<file path="config.mk">
export PLATFORM = sky130hd
export DESIGN_NAME = alarm_ctrl
export DESIGN_NICKNAME = d
export VERILOG_FILES = /design/src/rtl/alarm_pkg.sv /design/src/rtl/time_add_min.sv /design/src/rtl/alarm_ctrl.sv
export SDC_FILE = /design/constraint.sdc
export NUM_CORES = 1
export LEC_CHECK = 0
export ABC_AREA = 1
export BUFFER_PORTS_ARGS = -buffer_cell sky130_fd_sc_hd__buf_2
export CAP_MARGIN = 20
export CORE_MARGIN = 3
export CORE_UTILIZATION = 50
export CTS_CLUSTER_SIZE = 12
export DETAILED_ROUTE_END_ITERATION = 16
export GPL_TIMING_DRIVEN = 1
export HOLD_SLACK_MARGIN = 0.06
export PLACE_DENSITY = 0.72
export SYNTH_ARGS = -nofsm -noshare
export SYNTH_HDL_FRONTEND = slang
export SYNTH_HIERARCHICAL = 1
export SYNTH_SLANG_ARGS = --single-unit
</file>
<file path="constraint.sdc">
create_clock -name clk -period 2 [get_ports clk]
set_input_delay 0.5 -clock clk [delete_from_list [all_inputs] [get_ports clk]]
set_output_delay 0.5 -clock clk [all_outputs]
set_load 0.05 [all_outputs]
</file>
<file path="src/rtl/alarm_pkg.sv">
// Shared types and constants for the alarm controller: FSM state encoding,
// 24-hour time field limits and a helper that validates a {hrs, mins} word.
package alarm_pkg;

    typedef enum logic [1:0] {
        IDLE   = 2'd0,
        RING   = 2'd1,
        SNOOZE = 2'd2
    } alarm_state_t;

    localparam int MAX_MIN = 59;
    localparam int MAX_HR  = 23;
    localparam int HR_W    = 8;
    localparam int MIN_W   = 8;
    localparam int TIME_W  = HR_W + MIN_W;

    // True when the time word holds a legal 24-hour clock value.
    function automatic logic timeValid(input logic [TIME_W-1:0] t);
        return (t[TIME_W-1:MIN_W] <= HR_W'(MAX_HR)) &&
               (t[MIN_W-1:0] <= MIN_W'(MAX_MIN));
    endfunction

endpackage

</file>
<file path="src/rtl/time_add_min.sv">
// Combinational adder of a fixed number of minutes to a {hrs, mins} word.
// Minutes wrap at 60 with a carry into hours, hours wrap at 24.
module time_add_min
    import alarm_pkg::*;
#(
    parameter int N = 5
) (
    input  logic [TIME_W-1:0] timeIn,
    output logic [TIME_W-1:0] timeOut
);

    logic [MIN_W-1:0] minSum;
    logic [HR_W-1:0]  hrSum;

    // Add N minutes, fold overflow into the hour, then wrap the hour past midnight.
    always_comb begin
        minSum = timeIn[MIN_W-1:0] + MIN_W'(N);
        hrSum  = timeIn[TIME_W-1:MIN_W];
        if (minSum > MIN_W'(MAX_MIN)) begin
            minSum = minSum - MIN_W'(MAX_MIN + 1);
            hrSum  = hrSum + HR_W'(1);
        end
        if (hrSum > HR_W'(MAX_HR)) begin
            hrSum = hrSum - HR_W'(MAX_HR + 1);
        end
        timeOut = {hrSum, minSum};
    end

endmodule

</file>
<file path="src/rtl/alarm_ctrl.sv">
// Alarm controller: compares the running 24-hour time against a stored alarm,
// rings a pulsed buzzer, and handles snooze (limited count), stop and a
// ring timeout counted in seconds.
module alarm_ctrl
    import alarm_pkg::*;
#(
    parameter int SNOOZE_MIN     = 5,
    parameter int MAX_SNOOZE     = 3,
    parameter int RING_TIMEOUT_S = 60
) (
    input  logic              clk,
    input  logic              RESET_n,
    input  logic [TIME_W-1:0] time_24,
    input  logic              sec_tick,
    input  logic              alarm_en,
    input  logic              alarm_set,
    input  logic [TIME_W-1:0] alarm_in,
    input  logic              snooze_btn,
    input  logic              stop_btn,
    output logic [TIME_W-1:0] alarm_time,
    output logic              ringing,
    output logic              snoozing,
    output logic              buzzer
);

    localparam int CNT_W = (MAX_SNOOZE < 3) ? 2 : $clog2(MAX_SNOOZE + 1);

    alarm_state_t      state;
    alarm_state_t      stateNext;
    logic [TIME_W-1:0] alarmReg;
    logic [TIME_W-1:0] targetReg;
    logic [TIME_W-1:0] snoozeTarget;
    logic [CNT_W-1:0]  snoozeCnt;
    logic [6:0]        secCnt;
    logic              beep;
    logic              armed;
    logic              snoozeQ;
    logic              stopQ;
    logic              snoozeEdge;
    logic              stopEdge;
    logic              loadValid;
    logic              snoozeAllowed;
    logic              timeoutHit;
    logic              leavingToIdle;

    assign snoozeEdge    = snooze_btn & ~snoozeQ;
    assign stopEdge      = stop_btn & ~stopQ;
    assign loadValid     = alarm_set && timeValid(alarm_in);
    assign snoozeAllowed = int'(snoozeCnt) < MAX_SNOOZE;
    assign timeoutHit    = sec_tick && (secCnt == 7'(RING_TIMEOUT_S - 1));
    assign leavingToIdle = (state != IDLE) && (stateNext == IDLE);

    time_add_min #(.N(SNOOZE_MIN)) uSnoozeAdd (
        .timeIn  (time_24),
        .timeOut (snoozeTarget)
    );

    // Next-state decision; setting/disarming beats stop, stop beats snooze,
    // snooze beats timeout, and matching is lowest.
    always_comb begin
        stateNext = state;
        if (alarm_set || !alarm_en) begin
            stateNext = IDLE;
        end else if (stopEdge) begin
            stateNext = IDLE;
        end else begin
            case (state)
                IDLE: begin
                    if (armed && (time_24 == targetReg)) stateNext = RING;
                end
                RING: begin
                    if (snoozeEdge)      stateNext = snoozeAllowed ? SNOOZE : IDLE;
                    else if (timeoutHit) stateNext = IDLE;
                end
                SNOOZE: begin
                    if (time_24 == targetReg) stateNext = RING;
                end
                default: stateNext = IDLE;
            endcase
        end
    end

    // State register.
    always_ff @(posedge clk or negedge RESET_n) begin
        if (!RESET_n) state <= IDLE;
        else          state <= stateNext;
    end

    // Previous-sample flops so a held button yields a single event.
    always_ff @(posedge clk or negedge RESET_n) begin
        if (!RESET_n) begin
            snoozeQ <= 1'b0;
            stopQ   <= 1'b0;
        end else begin
            snoozeQ <= snooze_btn;
            stopQ   <= stop_btn;
        end
    end

    // Stored alarm and the arm flag; arming waits until the clock has moved off
    // the alarm minute so a stop or fresh load cannot retrigger in that minute.
    always_ff @(posedge clk or negedge RESET_n) begin
        if (!RESET_n) begin
            alarmReg <= '0;
            armed    <= 1'b0;
        end else begin
            if (loadValid) alarmReg <= alarm_in;
            if (loadValid || leavingToIdle) armed <= 1'b0;
            else if (time_24 != alarmReg)   armed <= 1'b1;
        end
    end

    // Compare target, snooze count, ring-second counter and beep phase.
    always_ff @(posedge clk or negedge RESET_n) begin
        if (!RESET_n) begin
            targetReg <= '0;
            snoozeCnt <= '0;
            secCnt    <= '0;
            beep      <= 1'b0;
        end else if (stateNext == IDLE) begin
            targetReg <= alarmReg;
            snoozeCnt <= '0;
            secCnt    <= '0;
        end else if ((state == RING) && (stateNext == SNOOZE)) begin
            targetReg <= snoozeTarget;
            snoozeCnt <= snoozeCnt + CNT_W'(1);
        end else if ((state != RING) && (stateNext == RING)) begin
            secCnt <= '0;
            beep   <= 1'b1;
        end else if ((state == RING) && sec_tick) begin
            secCnt <= secCnt + 7'd1;
            beep   <= ~beep;
        end
    end

    assign alarm_time = alarmReg;
    assign ringing    = (state == RING);
    assign snoozing   = (state == SNOOZE);
    assign buzzer     = beep && (state == RING);

endmodule

</file>
==> flow_metrics.env <==
export IMPL_outcome="finished, violations left"
export IMPL_violations="negative setup slack"
export IMPL_cts_made_buffers=5
export IMPL_crit_slowest_cell="ha_4"
export IMPL_hp_class="input port to async pin"
export IMPL_yosys_area_top_type="dfrtp_1"
export IMPL_setup_viol=10
export IMPL_final_cells=775
export IMPL_cp_top_family="simple AND/OR/NAND/NOR gates"
export IMPL_path_cells="buf_12, ha_4, inv_4, nand2_4, nand2_4, ha_4, nand3_4, nor2_4, nand2_4, nand3b_1, nand2_4, inv_4, ha_4, inv_4, nand3_2, nand2_1, a21oi_2, nand2_1, o21ai_1, nand2_1, nand2_1"
export IMPL_cts_buffer_depth=2
export IMPL_drive_gt1_share_pct=35.5
export IMPL_synth_yosys_warnings=6
export IMPL_critical_path_required_ns=2.25
export IMPL_switching_share_pct=40.7
export IMPL_die_width_um=91.0
export IMPL_synth_distinct_cells=37
export IMPL_die_h_um=91.0
export IMPL_cts_tree="done"
export IMPL_reg2reg_slack_ns=0.07
export IMPL_synth_area_per_cell_um2=6.73
export IMPL_crit_path_end_kind="flop"
export IMPL_period_needed_ns=2.19
export IMPL_drt_total_wl_mm=10.4
export IMPL_antennaDiodeCount=0
export IMPL_ys_seq_elements=47
export IMPL_finalSetupTns_ns=-1.14
export IMPL_synth_fp_nets=584
export IMPL_path_class="input port to flop"
export IMPL_timing_rr_end="secCnt[3]"
export IMPL_yosysMostFrequentCell="nand2_1"
export IMPL_max_stage_delay_ns=0.16
export IMPL_clk_pin_slew_ns=0.09
export IMPL_setup_ws_ns=-0.188
export IMPL_p_int_mw=1.76
export IMPL_antenna_found_initial=0
export IMPL_via_per_inst=5.11
export IMPL_synth_enable_flop_cells=0
export IMPL_syn_area_um2=3610
export IMPL_fin_skew_ns=0.00980
export IMPL_finalHoldViolations=0
export IMPL_core_um2=6910
export IMPL_synth_seq_area_share_pct=32.5
export IMPL_max_slew_margin_pct=73.0
export IMPL_place_hpwl_mm=7.33
export IMPL_finalPower_mw=2.96
export IMPL_place_congestion=0.961
export IMPL_p_leak_nw=2.81
export IMPL_worstReg2RegStart="targetReg[6]"
export IMPL_dp_cells=739
export IMPL_crit_start="time_24[1]"
export IMPL_synth_top_area_share_pct=32.5
export IMPL_worstSetupStartpointType="input port"
export IMPL_p_seq_share_pct=40.4
export IMPL_first_global_vias=3689
export IMPL_p_comb_share_pct=39.3
export IMPL_syn_inst=537
export IMPL_start_util_pct=52.3
export IMPL_clkPwrFrac_pct=20.3
export IMPL_clock_sinks=47
export IMPL_p_switching_mw=1.21
export IMPL_ir_worst_vdd_uv=507
export IMPL_drv_cap=0
export IMPL_synth_common_cells="nand2_1 (177), inv_1 (81), dfrtp_1 (47), nand3_1 (42), nor2_1 (42)"
export IMPL_clock_fmax_mhz=457
export IMPL_pin_count=58
export IMPL_antenna_left=0
export IMPL_avgRoutedWirePerCell_um=13.4
export IMPL_drt_iter0_drc=199
export IMPL_overflow=0
export IMPL_rows=30
export IMPL_area_growth_pct=43.1
export IMPL_cp_max_fo=6
export IMPL_drv_slew=0
export IMPL_worst_slew_pin_slew_ns=0.405
export IMPL_fin_crit_sh_pct=109
export IMPL_htree_levels=2
export IMPL_reg2reg_depth=15
export IMPL_die_area_um2=8280
export IMPL_drt_pre_antenna_iters=5
export IMPL_async_flop_share_pct=100
export IMPL_groute_usage_overall_pct=24.3
export IMPL_arrival_ns=2.43
export IMPL_grt_max_degree=48
export IMPL_synth_main_ff_cell="dfrtp_1"
export IMPL_clockRootBuffer="clkbuf_8"
export IMPL_rsz0062_at_grt="yes"
export IMPL_powerDensity_nw_per_um2=573
export IMPL_clk_insertion_delay_late_ns=0.31
export IMPL_finalNetCount=725
export IMPL_dr_total_vias=3963
export IMPL_portBuffers=57
export IMPL_critPathBufInv=4
export IMPL_grt_pass1_wl_mm=16.6
export IMPL_synth_area_leaders="dfrtp_1 (33%), nand2_1 (18%), inv_1 (8.4%)"
export IMPL_drc=0
==> power groups by stage <==
stage | sequential (mW) | combinational (mW) | clock, mW
after global placement | 1.21 | 1.04 | 0
after CTS | 1.19 | 1.11 | 0.613
after detailed placement | 1.21 | 1.06 | 0
final | 1.20 | 1.16 | 0.603
after floorplan | 1.41 | 0.507 | 0
after global routing | 1.22 | 1.28 | 0.646
==> worst register-to-register path: stages (launching register included) <==
cell,delay (ns)
dfrtp_1,0.39
inv_1,0.05
nand2_1,0.05
nand2_1,0.06
nor2_2,0.16
nand2_1,0.11
nor2_2,0.13
nand3_1,0.11
nand2_2,0.12
buf_4,0.13
nand3_4,0.11
buf_6,0.17
nand3_1,0.07
inv_1,0.06
nand2_1,0.07
nand2_1,0.05
==> stage by stage <==
stage,area (um2),setup slack (ns),hold slack (ns),utilization (%)
after floorplan,3770,-0.249,0.204,-
after global placement,4560,-0.504,0.478,66.0
after detailed placement,4560,-0.605,0.487,66.0
after CTS,4780,-0.144,0.172,69.2
after global routing,5170,-0.298,0.179,74.9
final,5170,-0.188,0.166,74.9
==> kinds of logic (layout without fill, tap and decap cells) <==
logic type | Yosys count | count (layout) | share of synthesized area (%)
simple gates | 317 | 319 | 40.4
buf+inv | 101 | 241 | 11.5
flops | 47 | 47 | 32.5
compound gates | 40 | 40 | 6.75
xor+xnor | 22 | 22 | 5.33
fa+ha+maj | 8 | 8 | 2.77
mux | 2 | 2 | 0.623
==> flip-flops by register name (all words and copies together), names as in the netlist <==
signal / flops
alarm_time: 16
armed: 1
beep: 1
secCnt: 7
snoozeCnt: 2
snoozeQ: 1
state: 2
stopQ: 1
targetReg: 16
==> worst max path at each step <==
stage          depth (start not counted)            end  slack (ns)
2_1_floorplan                         21  targetReg[13]       -0.25
5_1_grt                               20  targetReg[12]       -0.30
3_5_place_dp                          18  targetReg[11]       -0.60
6_report                              21  targetReg[15]       -0.19
3_3_place_gp                          18  targetReg[11]       -0.50
4_1_cts                               20  targetReg[15]       -0.14
==> placed cells by master, fill, tap and decap left out, types with 6 or more instances in the layout <==
cell,Yosys,final
buf_6,3,10
nor3b_2,0,7
nand2_1,177,160
o21ai_1,13,14
nand2_2,12,15
nand3_1,42,37
buf_2,5,55
inv_1,81,75
nor2_2,4,7
nor2_1,42,37
buf_4,2,73
inv_2,7,9
dfrtp_1,47,47
nand4_1,13,13
o21ai_0,12,11
nand2_8,0,6
xor2_1,17,16
nand2_4,7,17
==> timing repair <==
item                                    in CTS  in global routing
endpoints found under the setup margin      15                 26
hold buffers                                 0                  0
pin swaps                                   17                 25
gates resized for setup                     17                 52
setup buffers                               10                 15
gates cloned                                 0                  4
==> layout make-up <==
type                       instances  area, um2
inverter                          89        348
sequential                        47       1180
timing repair buffer             144       1050
tap                               96        120
multi-input combinational        391       2390
clock buffer                       6       72.6
clock inverter                     2       16.3
fill                             556       1730
==> layer usage <==
layer  wire length [um]  track usage (%)  vias up
li1                   -                -     1956
met1               4530             31.9     1860
met2               5050             41.0      121
met3                577             4.23       26
met4                214             6.78        0
met5                  0                0        -
(Power assumes the default switching activity.)
